`src/rtl/serial_compare.sv`:
```
// Bit-serial magnitude comparator: consumes two operands MSB-first, one bit pair per
// accepted beat, and reports signed/unsigned less-than and equality after WIDTH beats.
module serial_compare #(
  parameter int WIDTH = 6,
  parameter int CNT_W = 6
) (
  input  logic clk,
  input  logic rst_n,
  input  logic start,
  input  logic bit_valid,
  input  logic a_bit,
  input  logic b_bit,
  output logic busy,
  output logic done,
  output logic lt,
  output logic ltu,
  output logic eq
);

  typedef enum logic [1:0] {
    S_IDLE  = 2'd0,
    S_SHIFT = 2'd1,
    S_DONE  = 2'd2
  } state_t;

  localparam logic [CNT_W-1:0] LAST_CNT = CNT_W'(WIDTH - 1);
  localparam logic [CNT_W-1:0] ZERO_CNT = {CNT_W{1'b0}};
  localparam logic [CNT_W-1:0] ONE_CNT  = CNT_W'(1);

  state_t           state_q, state_d;
  logic [CNT_W-1:0] cnt_q, cnt_d;
  logic             decided_q, decided_d;
  logic             ult_q, ult_d;
  logic             slt_q, slt_d;
  logic             busy_q, busy_d;
  logic             done_q, done_d;
  logic             lt_q, lt_d;
  logic             ltu_q, ltu_d;
  logic             eq_q, eq_d;
  logic             accept_s;
  logic             differ_s;

  // Next-state and datapath: the first differing bit pair fixes both orderings.
  always_comb begin
    state_d   = state_q;
    cnt_d     = cnt_q;
    decided_d = decided_q;
    ult_d     = ult_q;
    slt_d     = slt_q;
    lt_d      = lt_q;
    ltu_d     = ltu_q;
    eq_d      = eq_q;
    accept_s  = (state_q == S_SHIFT) && bit_valid && !start;
    differ_s  = (a_bit != b_bit);

    case (state_q)
      S_IDLE: begin
        if (start) begin
          state_d   = S_SHIFT;
          cnt_d     = ZERO_CNT;
          decided_d = 1'b0;
          ult_d     = 1'b0;
          slt_d     = 1'b0;
        end else begin
          state_d = S_IDLE;
        end
      end
      S_SHIFT: begin
        if (start) begin
          state_d   = S_SHIFT;
          cnt_d     = ZERO_CNT;
          decided_d = 1'b0;
          ult_d     = 1'b0;
          slt_d     = 1'b0;
        end else if (accept_s) begin
          cnt_d = cnt_q + ONE_CNT;
          if (!decided_q && differ_s) begin
            decided_d = 1'b1;
            ult_d     = b_bit;
            // On the sign bit the operand carrying a 1 is the negative, lesser one.
            slt_d     = (cnt_q == ZERO_CNT) ? a_bit : b_bit;
          end else begin
            decided_d = decided_q;
          end
          if (cnt_q == LAST_CNT) begin
            state_d = S_DONE;
          end else begin
            state_d = S_SHIFT;
          end
        end else begin
          state_d = S_SHIFT;
        end
      end
      S_DONE: begin
        if (start) begin
          state_d   = S_SHIFT;
          cnt_d     = ZERO_CNT;
          decided_d = 1'b0;
          ult_d     = 1'b0;
          slt_d     = 1'b0;
        end else begin
          state_d = S_IDLE;
        end
      end
      default: begin
        state_d   = S_IDLE;
        cnt_d     = ZERO_CNT;
        decided_d = 1'b0;
        ult_d     = 1'b0;
        slt_d     = 1'b0;
      end
    endcase

    // DONE never loops on itself, so state_d == S_DONE marks the entry edge.
    if (state_d == S_DONE) begin
      done_d = 1'b1;
      lt_d   = slt_d;
      ltu_d  = ult_d;
      eq_d   = ~decided_d;
    end else begin
      done_d = 1'b0;
    end

    busy_d = (state_d == S_SHIFT);
  end

  // State, counter and registered outputs.
  always_ff @(posedge clk or negedge rst_n) begin
    if (!rst_n) begin
      state_q   <= S_IDLE;
      cnt_q     <= ZERO_CNT;
      decided_q <= 1'b0;
      ult_q     <= 1'b0;
      slt_q     <= 1'b0;
      busy_q    <= 1'b0;
      done_q    <= 1'b0;
      lt_q      <= 1'b0;
      ltu_q     <= 1'b0;
      eq_q      <= 1'b0;
    end else begin
      state_q   <= state_d;
      cnt_q     <= cnt_d;
      decided_q <= decided_d;
      ult_q     <= ult_d;
      slt_q     <= slt_d;
      busy_q    <= busy_d;
      done_q    <= done_d;
      lt_q      <= lt_d;
      ltu_q     <= ltu_d;
      eq_q      <= eq_d;
    end
  end

  assign busy = busy_q;
  assign done = done_q;
  assign lt   = lt_q;
  assign ltu  = ltu_q;
  assign eq   = eq_q;

endmodule

```
`config.mk`:
```
export PLATFORM = sky130hd
export DESIGN_NAME = serial_compare
export DESIGN_NICKNAME = d
export VERILOG_FILES = /design/src/rtl/serial_compare.sv
export SDC_FILE = /design/constraint.sdc
export NUM_CORES = 1
export LEC_CHECK = 0
export CORE_MARGIN = 2
export CORE_UTILIZATION = 50
export CTS_CLUSTER_SIZE = 40
export DETAILED_ROUTE_END_ITERATION = 8
export PLACE_DENSITY_LB_ADDON = 0.05
export SETUP_SLACK_MARGIN = 0.4
export SLEW_MARGIN = 20
export SYNTH_ARGS = -nofsm -noshare
export SYNTH_HDL_FRONTEND = slang
export SYNTH_SLANG_ARGS = --single-unit
```
`constraint.sdc`:
```
create_clock -name clk -period 2.16 [get_ports clk]
set_input_delay 0.216 -clock clk [delete_from_list [all_inputs] [get_ports clk]]
set_output_delay 0.216 -clock clk [all_outputs]
set_load 0.05 [all_outputs]
```
==> reports/qor.yml, run 1 <==
run_status: "finished clean"
initial_detailed_routing_violation_count: 10
layout_cells_sized_above_1: 0.130
worst_ir_drop_vdd_mv: 0.374
netlist_area_sq_um: 856
synth.ff_latch_count: 16
die_h_microns: 45.4
first_global_vias: 603
critPathBufInv: 1
grt_antenna_before_repair: 0
comb_power_share: 0.163
clkSlewWorstSetupHoldPaths_ns: 0.09
final_net_count: 102
p_sw_frac: 0.263
timing.final.crit_share: 0.773
final_antenna_net_count: 0
std_cell_rows: 14
max_cap_violations: 0
detail_route.vias_per_cell: 5.81
mostFrequentLayoutCells: "sky130_fd_sc_hd__dfrtp_1 (16), sky130_fd_sc_hd__clkdlybuf4s50_1 (10), sky130_fd_sc_hd__nor2_1 (8)"
synthesis.yosys.warnings: 0
die_width_microns: 45.4
holdWs_ns: 0.355
critical_path_depth: 1
grt_max_degree: 17
clk_root_buffer_cell: "sky130_fd_sc_hd__clkbuf_4"
tightestPinTransition_ns: 0.727
total_leakage_power_uw: 0.000452
hold_class: "in -> async"
post_synth_num_cell_types: 34
post-cts-setup-buffers: 0
synth_edf_count: 0
clockBufferDepth: 2
slew_headroom: 0.514
post_synth.cell_area_avg_sq_um: 11.0
netSwitchingPower_uw: 163
global_route.overflow_total: 0
floorplan.die_area_sq_mm: 0.00206
power.sequential.fraction: 0.525
post_synth_inst_count: 78
worstSkewPairLatency_ns: 0.28
syn_nets: 87
post_cts.resized_instances: 0
grt_setup_unrepaired: "no"
cp_max_fo: 2
critical-path-max-stage-delay_ns: 0.80
dpl.hpwl_microns: 1150
critical-path-top-delay-family: "buffers and inverters"
tritoncts: "done"
gp_congestion: 0.887
tritoncts.num_buffers: 3
initial_utilization: 0.549
drc_errors: 0
final_hold_viol_count: 0
crit_path_cell_trace: "clkdlybuf4s50_1"
grtUsageTotal: 0.185
worst-setup-path-type: "reg -> out"
drt_pre_antenna_iters: 2
period_minus_slack_ns: 1.67
cp_slowest_cell: "sky130_fd_sc_hd__clkdlybuf4s50_1"
core_area_sq_mm: 0.00156
ioPinCount: 11
clock_power_share: 0.312
synth_flop_cell: "sky130_fd_sc_hd__dfrtp_1"
cts.sink_count: 16
arrival_worst_endpoint_ns: 1.45
route.final.wire_length_microns: 1520
most_common_library_cell_in_the_layout_ignoring_fill_and_taps: "sky130_fd_sc_hd__dfrtp_1"
synth-async-reset-ratio: 1.00
timing.reg2reg.worst_path_depth: 3
area_growth_syn_to_layout_pct: 17.8
critPathLaunchType: "flip-flop"
worst_ep_required_time_ns: 1.94
max_clock_skew_ns: 0.00428
global_route_wire_length_before_repair_microns: 2640
routed-via-count: 628
cellInternalPower_uw: 458
end_kind: "output port"
maxSlewViolCount: 0
report.final.setup_viol: 0
achievable-frequency_mhz: 599
numPortBuffers: 10
synth_sequential_area_ratio: 0.468
power.density_mw_per_mm2: 616
routedWlPerCell_microns: 14.0
antennaDiodeCount: 0
hold_buffers: 0
h-tree-depth: 1
tns_ns: 0
stage by stage:
stage                     setup WS, ns  area, sq um  std cells  power (uW)  utilization
final                            0.489         1010        108         621        0.647
after global routing             0.432         1010        108         659        0.647
after CTS                        0.471         1010        108         635        0.647
after detailed placement         0.315          972        104         433        0.624
after global placement           0.364          972        104         432        0.624
after floorplan                  0.701          856         78         394            -
cells in the mapped netlist, types with 3 or more instances:
cell / n / area (sq um)
sky130_fd_sc_hd__nor2_1: 8 / 30.0
sky130_fd_sc_hd__dfrtp_1: 16 / 400
sky130_fd_sc_hd__ha_1: 3 / 37.5
sky130_fd_sc_hd__nand2b_1: 3 / 18.8
sky130_fd_sc_hd__inv_1: 4 / 15.0
sky130_fd_sc_hd__nand2_1: 4 / 15.0
sky130_fd_sc_hd__and4_1: 3 / 26.3
sky130_fd_sc_hd__xor2_1: 3 / 26.3
sky130_fd_sc_hd__a21oi_1: 4 / 20.0
flip-flops by register name, indices dropped and copies added, names as in the netlist:
| name | cells |
|---|---|
| eq | 1 |
| ltu | 1 |
| ult_q | 1 |
| busy | 1 |
| cnt_q | 6 |
| decided_q | 1 |
| lt | 1 |
| done | 1 |
| state_q | 2 |
| slt_q | 1 |
metal layers:
| metal | wire, microns | part of all wire | global-route usage |
|---|---|---|---|
| met1 | 753 | 0.50 | 0.242 |
| met2 | 702 | 0.46 | 0.283 |
| met3 | 42 | 0.028 | 0.0397 |
| met4 | 19 | 0.013 | 0.106 |
| met5 | 0 | 0 | 0 |
cell type report:
class / instances / area [sq um]
fillers: 128 / 551
multi-input cells: 56 / 422
flip-flops and latches: 16 / 400
repair buffers: 12 / 115
clock buffers: 4 / 36.3
well taps: 16 / 20.0
inverters: 4 / 15.0
power groups by stage:
stage / sequential [uW] / clock, uW / combinational (uW)
floorplan: 343 / 0 / 51.9
global placement: 332 / 0 / 100
detailed placement: 332 / 0 / 101
CTS: 326 / 207 / 102
global route: 328 / 217 / 113
finish: 326 / 194 / 102
final timing paths:
path | to | slack, ns | startpoint
hold / removal | busy$_DFF_PN0_ | 0.35 | rst_n
max in group asynchronous | decided_q$_DFF_PN0_ | 1.34 | rst_n
setup / recovery | ltu | 0.49 | ltu$_DFFE_PN0N_
hold reg to reg | eq$_DFFE_PN0N_ | 0.52 | eq$_DFFE_PN0N_
setup reg to reg | ltu$_DFFE_PN0N_ | 0.62 | state_q[1]$_DFF_PN0_
min in group clk | eq$_DFFE_PN0N_ | 0.52 | eq$_DFFE_PN0N_
cell families after synthesis:
logic type	synth area share
buffers and inverters	0.0395
XOR/XNOR	0.0307
adder cells (fa/ha/maj)	0.0439
AND/OR/NAND/NOR	0.197
AO/OA/AOI/OAI	0.178
multiplexers	0.0424
flip-flops	0.468
No activity file was read; power rests on OpenSTA's default activity.
==> run 2: changes to the inputs <==
==> constraint.sdc (replaced) <==
create_clock -name clk -period 1.71 [get_ports clk]
set_input_delay 0.171 -clock clk [delete_from_list [all_inputs] [get_ports clk]]
set_output_delay 0.171 -clock clk [all_outputs]
set_load 0.05 [all_outputs]
==> run 2 against run 1 <==
Net effect: non-clock buffer count up 11; setup slack worse by 0.19 ns; largest cell class unchanged; first-iteration DRC count down 10%; design area up 10%; clock skew up 0.0011 ns; hold slack worse by 0.16 ns; sequential power up 26%; clock power down 4%; final cell count up 9.3%; sequential share of layout area down 3.4 points.
==> reports/qor.yml, run 2 (synthesis gave the netlist of run 1 again) <==
run_status: "finished clean"
clk_root_buffer_cell: "sky130_fd_sc_hd__clkbuf_4"
numPortBuffers: 10  # unchanged
gp_congestion: 0.858  # -3.3%
worst_ep_required_time_ns: 1.89  # -0.05 ns
place.detailed.instances: 110  # +5.8%
cts.sink_count: 16  # unchanged
first_global_vias: 726  # +20%
detail_route.vias_per_cell: 5.72  # -1.6%
drt_pre_antenna_iters: 3  # +1
grt_antenna_before_repair: 0  # unchanged
final_hold_viol_count: 0  # unchanged
fin_util: 0.712  # +0.0650
die_h_microns: 45.4  # unchanged
maxSlewViolCount: 0  # unchanged
area_growth_syn_to_layout_pct: 29.7
critPathLaunchType: "flip-flop"
timing.final.crit_share: 0.823
worst-setup-path-type: "reg -> reg"
antennaDiodeCount: 0  # unchanged
drc_errors: 0  # unchanged
tritoncts: "done"
slew_headroom: 0.681  # +0.167
std_cell_rows: 14  # unchanged
ioPinCount: 11  # unchanged
total_leakage_power_uw: 0.000509  # +13%
cp_max_fo: 5  # +3
routedWlPerCell_microns: 15.0  # +7.0%
route.final.wire_length_microns: 1770  # +17%
tritoncts.num_buffers: 3  # unchanged
power.sequential.fraction: 0.542  # +0.017
worst_ir_drop_vdd_mv: 0.420  # +13%
report.power.total_uw: 760  # +22%
global_route.overflow_total: 0  # unchanged
final_net_count: 113  # +11%
initial_detailed_routing_violation_count: 9  # -1
n_fill_cell: 112  # -13%
fin_cells: 118  # +9.3%
end_kind: "flip-flop"
die_width_microns: 45.4  # unchanged
floorplan.die_area_sq_mm: 0.00206  # unchanged
tns_ns: 0  # unchanged
netSwitchingPower_uw: 208  # +28%
global_route_wire_length_before_repair_microns: 3080  # +17%
cellInternalPower_uw: 552  # +20%
grt_setup_unrepaired: "yes"
top_register: "cnt_q"
timing.reg2reg.worst_path_depth: 3  # unchanged
rrSetupSlack_ns: 0.30  # -0.32 ns
grt_max_degree: 17  # unchanged
tightestPinTransition_ns: 0.481  # -0.246 ns
routed-via-count: 675  # +7.5%
layout_cells_sized_above_1: 0.333  # +0.203
clockBufferDepth: 2  # unchanged
max_cap_violations: 0  # unchanged
clock_power_share: 0.246  # -0.066
grtUsageTotal: 0.209  # +0.0231
comb_power_share: 0.212  # +0.049
p_sw_frac: 0.274  # +0.0114
holdWs_ns: 0.194  # -0.160 ns
worstSkewPairLatency_ns: 0.28  # about the same
report.final.setup_viol: 0  # unchanged
mostFrequentLayoutCells: "sky130_fd_sc_hd__dfrtp_1 (14), sky130_fd_sc_hd__buf_4 (11), sky130_fd_sc_hd__nor2_1 (6)"
hold_class: "in -> async"
dpl.hpwl_microns: 1260  # +10%
final_antenna_net_count: 0  # unchanged
max_ffs_per_register: 6  # unchanged
crit-reg2reg-launch: "state_q[1]$_DFF_PN0_"
core_area_sq_mm: 0.00156  # unchanged
clkSlewWorstSetupHoldPaths_ns: 0.08  # about the same
period_minus_slack_ns: 1.41
reg.largest.list: "cnt_q (6), state_q (2)"
r2r-end: "ltu$_DFFE_PN0N_"
power.density_mw_per_mm2: 685  # +11%
arrival_worst_endpoint_ns: 1.58  # +0.13 ns
achievable-frequency_mhz: 710
initial_utilization: 0.549  # unchanged
max_clock_skew_ns: 0.00534  # +0.00106 ns
h-tree-depth: 1  # unchanged
most_common_library_cell_in_the_layout_ignoring_fill_and_taps: "sky130_fd_sc_hd__dfrtp_1"
## run 2: changes by cell type in the layout (fill, tap and decap cells not counted), sizes merged
cell,change
clkdlybuf4s50,-6
clkbuf,+1
buf,+11
dlygate4sd2,+1
clkdlybuf4s15,+3
## run 2: worst max path at each step
stage          cells after the start                  from  slack (ns)              end
3_5_place_dp                       5                 start     -0.0009   eq$_DFFE_PN0N_
5_1_grt                            5  state_q[0]$_DFF_PN0_        0.26   lt$_DFFE_PN0N_
6_report                           3  state_q[1]$_DFF_PN0_        0.30  ltu$_DFFE_PN0N_
3_3_place_gp                       5             bit_valid       0.007  ltu$_DFFE_PN0N_
2_1_floorplan                      4  state_q[1]$_DFF_PN0_        0.25  ltu$_DFFE_PN0N_
4_1_cts                            3  state_q[1]$_DFF_PN0_        0.30  ltu$_DFFE_PN0N_
## run 2: critical path, stage by stage (launching register included)
cell and delay [ns]:
sky130_fd_sc_hd__dfrtp_2 0.46, sky130_fd_sc_hd__and4bb_4 0.32, sky130_fd_sc_hd__and4_4 0.24, sky130_fd_sc_hd__mux2_4 0.29
## run 2: timing repair
action | 4_1_cts | 5_1_grt
gates resized for setup | 17 | 10
hold buffers | 0 | 0
setup buffers | 3 | 2
setup endpoints to repair | 11 | 15
endpoints found under the hold margin | 0 | 0
pin swaps | 1 | 2
## run 2: area by class of cell
class	instances	area, sq um	share of cell area
Multi-Input combinational cell	56	454	0.409
Sequential cell	16	403	0.363
Timing Repair Buffer	23	195	0.176
Clock buffer	3	22.5	0.0203
Tap cell	16	20.0	0.0180
Inverter	4	15.0	0.0135
## run 2: layer usage
layer	global-route usage	part of all wire	up-vias
met5	0	0	-
met4	0.0647	0.0062	0
met3	0.0635	0.037	3
met2	0.357	0.50	10
met1	0.250	0.46	322
li1	-	-	340
## run 2: metrics by stage
step / worst slack (ns) / cell area [sq um]
after floorplan: 0.251 / 856
after global placement: 0.00739 / 1020
after detailed placement: -0.000855 / 1020
after CTS: 0.300 / 1080
after global routing: 0.262 / 1110
final: 0.302 / 1110
## run 2: power groups by stage
stage / registers, uW / clock network (uW) / logic [uW]
2_1_floorplan: 433 / 0 / 65.5
3_3_place_gp: 419 / 0 / 141
3_5_place_dp: 420 / 0 / 143
4_1_cts: 412 / 193 / 154
5_1_grt: 415 / 210 / 178
6_report: 412 / 187 / 161
==> run 3: changes to the inputs <==
==> constraint.sdc (replaced) <==
create_clock -name clk -period 1.3 [get_ports clk]
set_input_delay 0.13 -clock clk [delete_from_list [all_inputs] [get_ports clk]]
set_output_delay 0.13 -clock clk [all_outputs]
set_load 0.05 [all_outputs]
==> run 3 against run 2 <==
Net effect: the flow now finishes with violations (setup timing); combinational power increased by 91%; flip-flop and latch count unchanged; sequential share of layout area decreased by 7.5 points; via count increased by 18%; core utilization increased by 19 points; global-route usage increased by 7.0 points; critical path type unchanged; highest routed layer unchanged.
==> reports/qor.yml, run 3 (synthesis gave the netlist of run 1 again) <==
hold_buffers: 0  # unchanged
setup_ws_ns: -0.156  # -0.458 ns
first_global_vias: 855  # +18%
total_leakage_power_uw: 0.000629  # +24%
end_kind: "flip-flop"
global_route_wire_length_before_repair_microns: 3980  # +29%
grt_antenna_before_repair: 0  # unchanged
timing.reg2reg.worst_path_depth: 3  # unchanged
core_area_sq_mm: 0.00156  # unchanged
layout_cells_sized_above_1: 0.552  # +0.218
worst_ep_required_time_ns: 1.50  # -0.39 ns
dpl.hpwl_microns: 1410  # +12%
ioPinCount: 11  # unchanged
tritoncts: "done"
max_ffs_per_register: 6  # unchanged
final_design_area_no_fill_sq_mm: 0.00140  # +26%
final_net_count: 126  # +12%
cp_max_fo: 4  # -1
grt_max_degree: 17  # unchanged
crit_path_cell_trace: "and4bb_4 > and4_4 > mux2_4"
final_hold_viol_count: 0  # unchanged
max_cap_violations: 0  # unchanged
timing.final.crit_share: 1.12  # +0.297
power.density_mw_per_mm2: 860  # +26%
floorplan.die_area_sq_mm: 0.00206  # unchanged
cts.sink_count: 16  # unchanged
reg.largest.list: "cnt_q (6), state_q (2)"
std_cell_rows: 14  # unchanged
slew_headroom: 0.778  # +0.0974
drt_pre_antenna_iters: 4  # +1
final_antenna_net_count: 0  # unchanged
die_width_microns: 45.4  # unchanged
tritoncts.num_buffers: 3  # unchanged
detail_route.vias_per_cell: 6.04  # +5.6%
worst_ir_drop_vdd_mv: 0.860  # +100%
run_status: "finished, violations left"
top_register: "cnt_q"
clkSlewWorstSetupHoldPaths_ns: 0.10  # +0.02 ns
initial_detailed_routing_violation_count: 16  # +7
mostFrequentLayoutCells: "sky130_fd_sc_hd__buf_4 (19), sky130_fd_sc_hd__dfrtp_1 (13), sky130_fd_sc_hd__nor2_1 (6), sky130_fd_sc_hd__buf_6 (6), sky130_fd_sc_hd__buf_12 (5)"
most_common_library_cell_in_the_layout_ignoring_fill_and_taps: "sky130_fd_sc_hd__buf_4"
n_fill_cell: 58  # -48%
antennaDiodeCount: 0  # unchanged
routed-via-count: 797  # +18%
grtUsageTotal: 0.278  # +0.0697
critPathLaunchType: "flip-flop"
h-tree-depth: 1  # unchanged
placement.setup.worst_slack_ns: -0.358  # -0.357 ns
global_route.overflow_total: 0  # unchanged
max_clock_skew_ns: 0.00874  # +0.00340 ns
gp_congestion: 0.820  # -4.5%
critical-path-max-stage-delay_ns: 0.45  # about the same
worst-setup-path-type: "reg -> reg"
route.final.wire_length_microns: 2630  # +48%
report.final.setup_viol: 10  # +10
post_dp_cell_area_sq_mm: 0.00117  # +15%
arrival_worst_endpoint_ns: 1.66  # +0.08 ns
maxSlewViolCount: 0  # unchanged
grt_setup_unrepaired: "yes"
cp_slowest_cell: "sky130_fd_sc_hd__dfrtp_2"
achievable-frequency_mhz: 687  # -3.3%
drc_errors: 0  # unchanged
initial_utilization: 0.549  # unchanged
hold_class: "in -> async"
tightestPinTransition_ns: 0.332  # -0.149 ns
routedWlPerCell_microns: 19.9  # +33%
clockBufferDepth: 2  # unchanged
area_growth_syn_to_layout_pct: 63.9
worstSkewPairLatency_ns: 0.30  # +0.02 ns
die_h_microns: 45.4  # unchanged
numPortBuffers: 10  # unchanged
failed_checks: "setup timing"
clk_root_buffer_cell: "sky130_fd_sc_hd__clkbuf_4"
period_minus_slack_ns: 1.46  # +0.0480 ns
[run 3: power by group]
group	switching [uW]	internal, uW	total [uW]
clock	176	171	347
sequential	29.3	522	551
combinational	156	152	308
[run 3: cell type report]
type	count	area, sq um	area share
tap	16	20.0	0.0143
clock buffer	4	36.3	0.0259
inverter	4	15.0	0.0107
timing repair buffer	36	374	0.267
multi-input combinational	56	553	0.394
sequential	16	404	0.288
[run 3: timing repair]
item | 4_1_cts | 5_1_grt
pin swaps | 3 | 5
setup endpoints to repair | 21 | 21
buffers inserted | 6 | 1
gates resized for setup | 22 | 12
gates cloned | 0 | 0
[run 3: worst max-delay path: cells and delay by family (launching register included)]
family	cells	cell delay [ns]
and+or+nand+nor	2	0.60
DFF	1	0.45
muxes	1	0.30
[run 3: worst paths after layout]
| check | from | endpoint | slack (ns) |
|---|---|---|---|
| worst min register to register | eq$_DFFE_PN0N_ | eq$_DFFE_PN0N_ | 0.59 |
| worst max-delay path | state_q[1]$_DFF_PN0_ | ltu$_DFFE_PN0N_ | -0.16 |
| min in group clk | start | cnt_q[2]$_DFFE_PN0P_ | 0.51 |
| worst min-delay path | rst_n | lt$_DFFE_PN0N_ | 0.13 |
| max in group asynchronous | rst_n | cnt_q[0]$_DFFE_PN0P_ | 0.96 |
| worst max register to register | state_q[1]$_DFF_PN0_ | ltu$_DFFE_PN0N_ | -0.16 |
[run 3: through the flow]
step                power [uW]  setup TNS [ns]  utilization  hold slack (ns)  cells
global route              1240           -1.22        0.900            0.167    132
global placement           783           -2.59        0.748            0.466    121
floorplan                  659          -0.160            -           -0.166     78
CTS                       1170          -0.249        0.867            0.146    131
detailed placement         790           -3.17        0.748            0.463    121
finish                    1210          -0.808        0.900            0.133    132
[run 3: routing by layer]
layer,up-vias,global-route usage,wire (microns)
met5,-,0,0
met4,0,0.129,83
met1,394,0.345,1160
met2,23,0.480,1300
li1,370,-,-
met3,10,0.0317,90
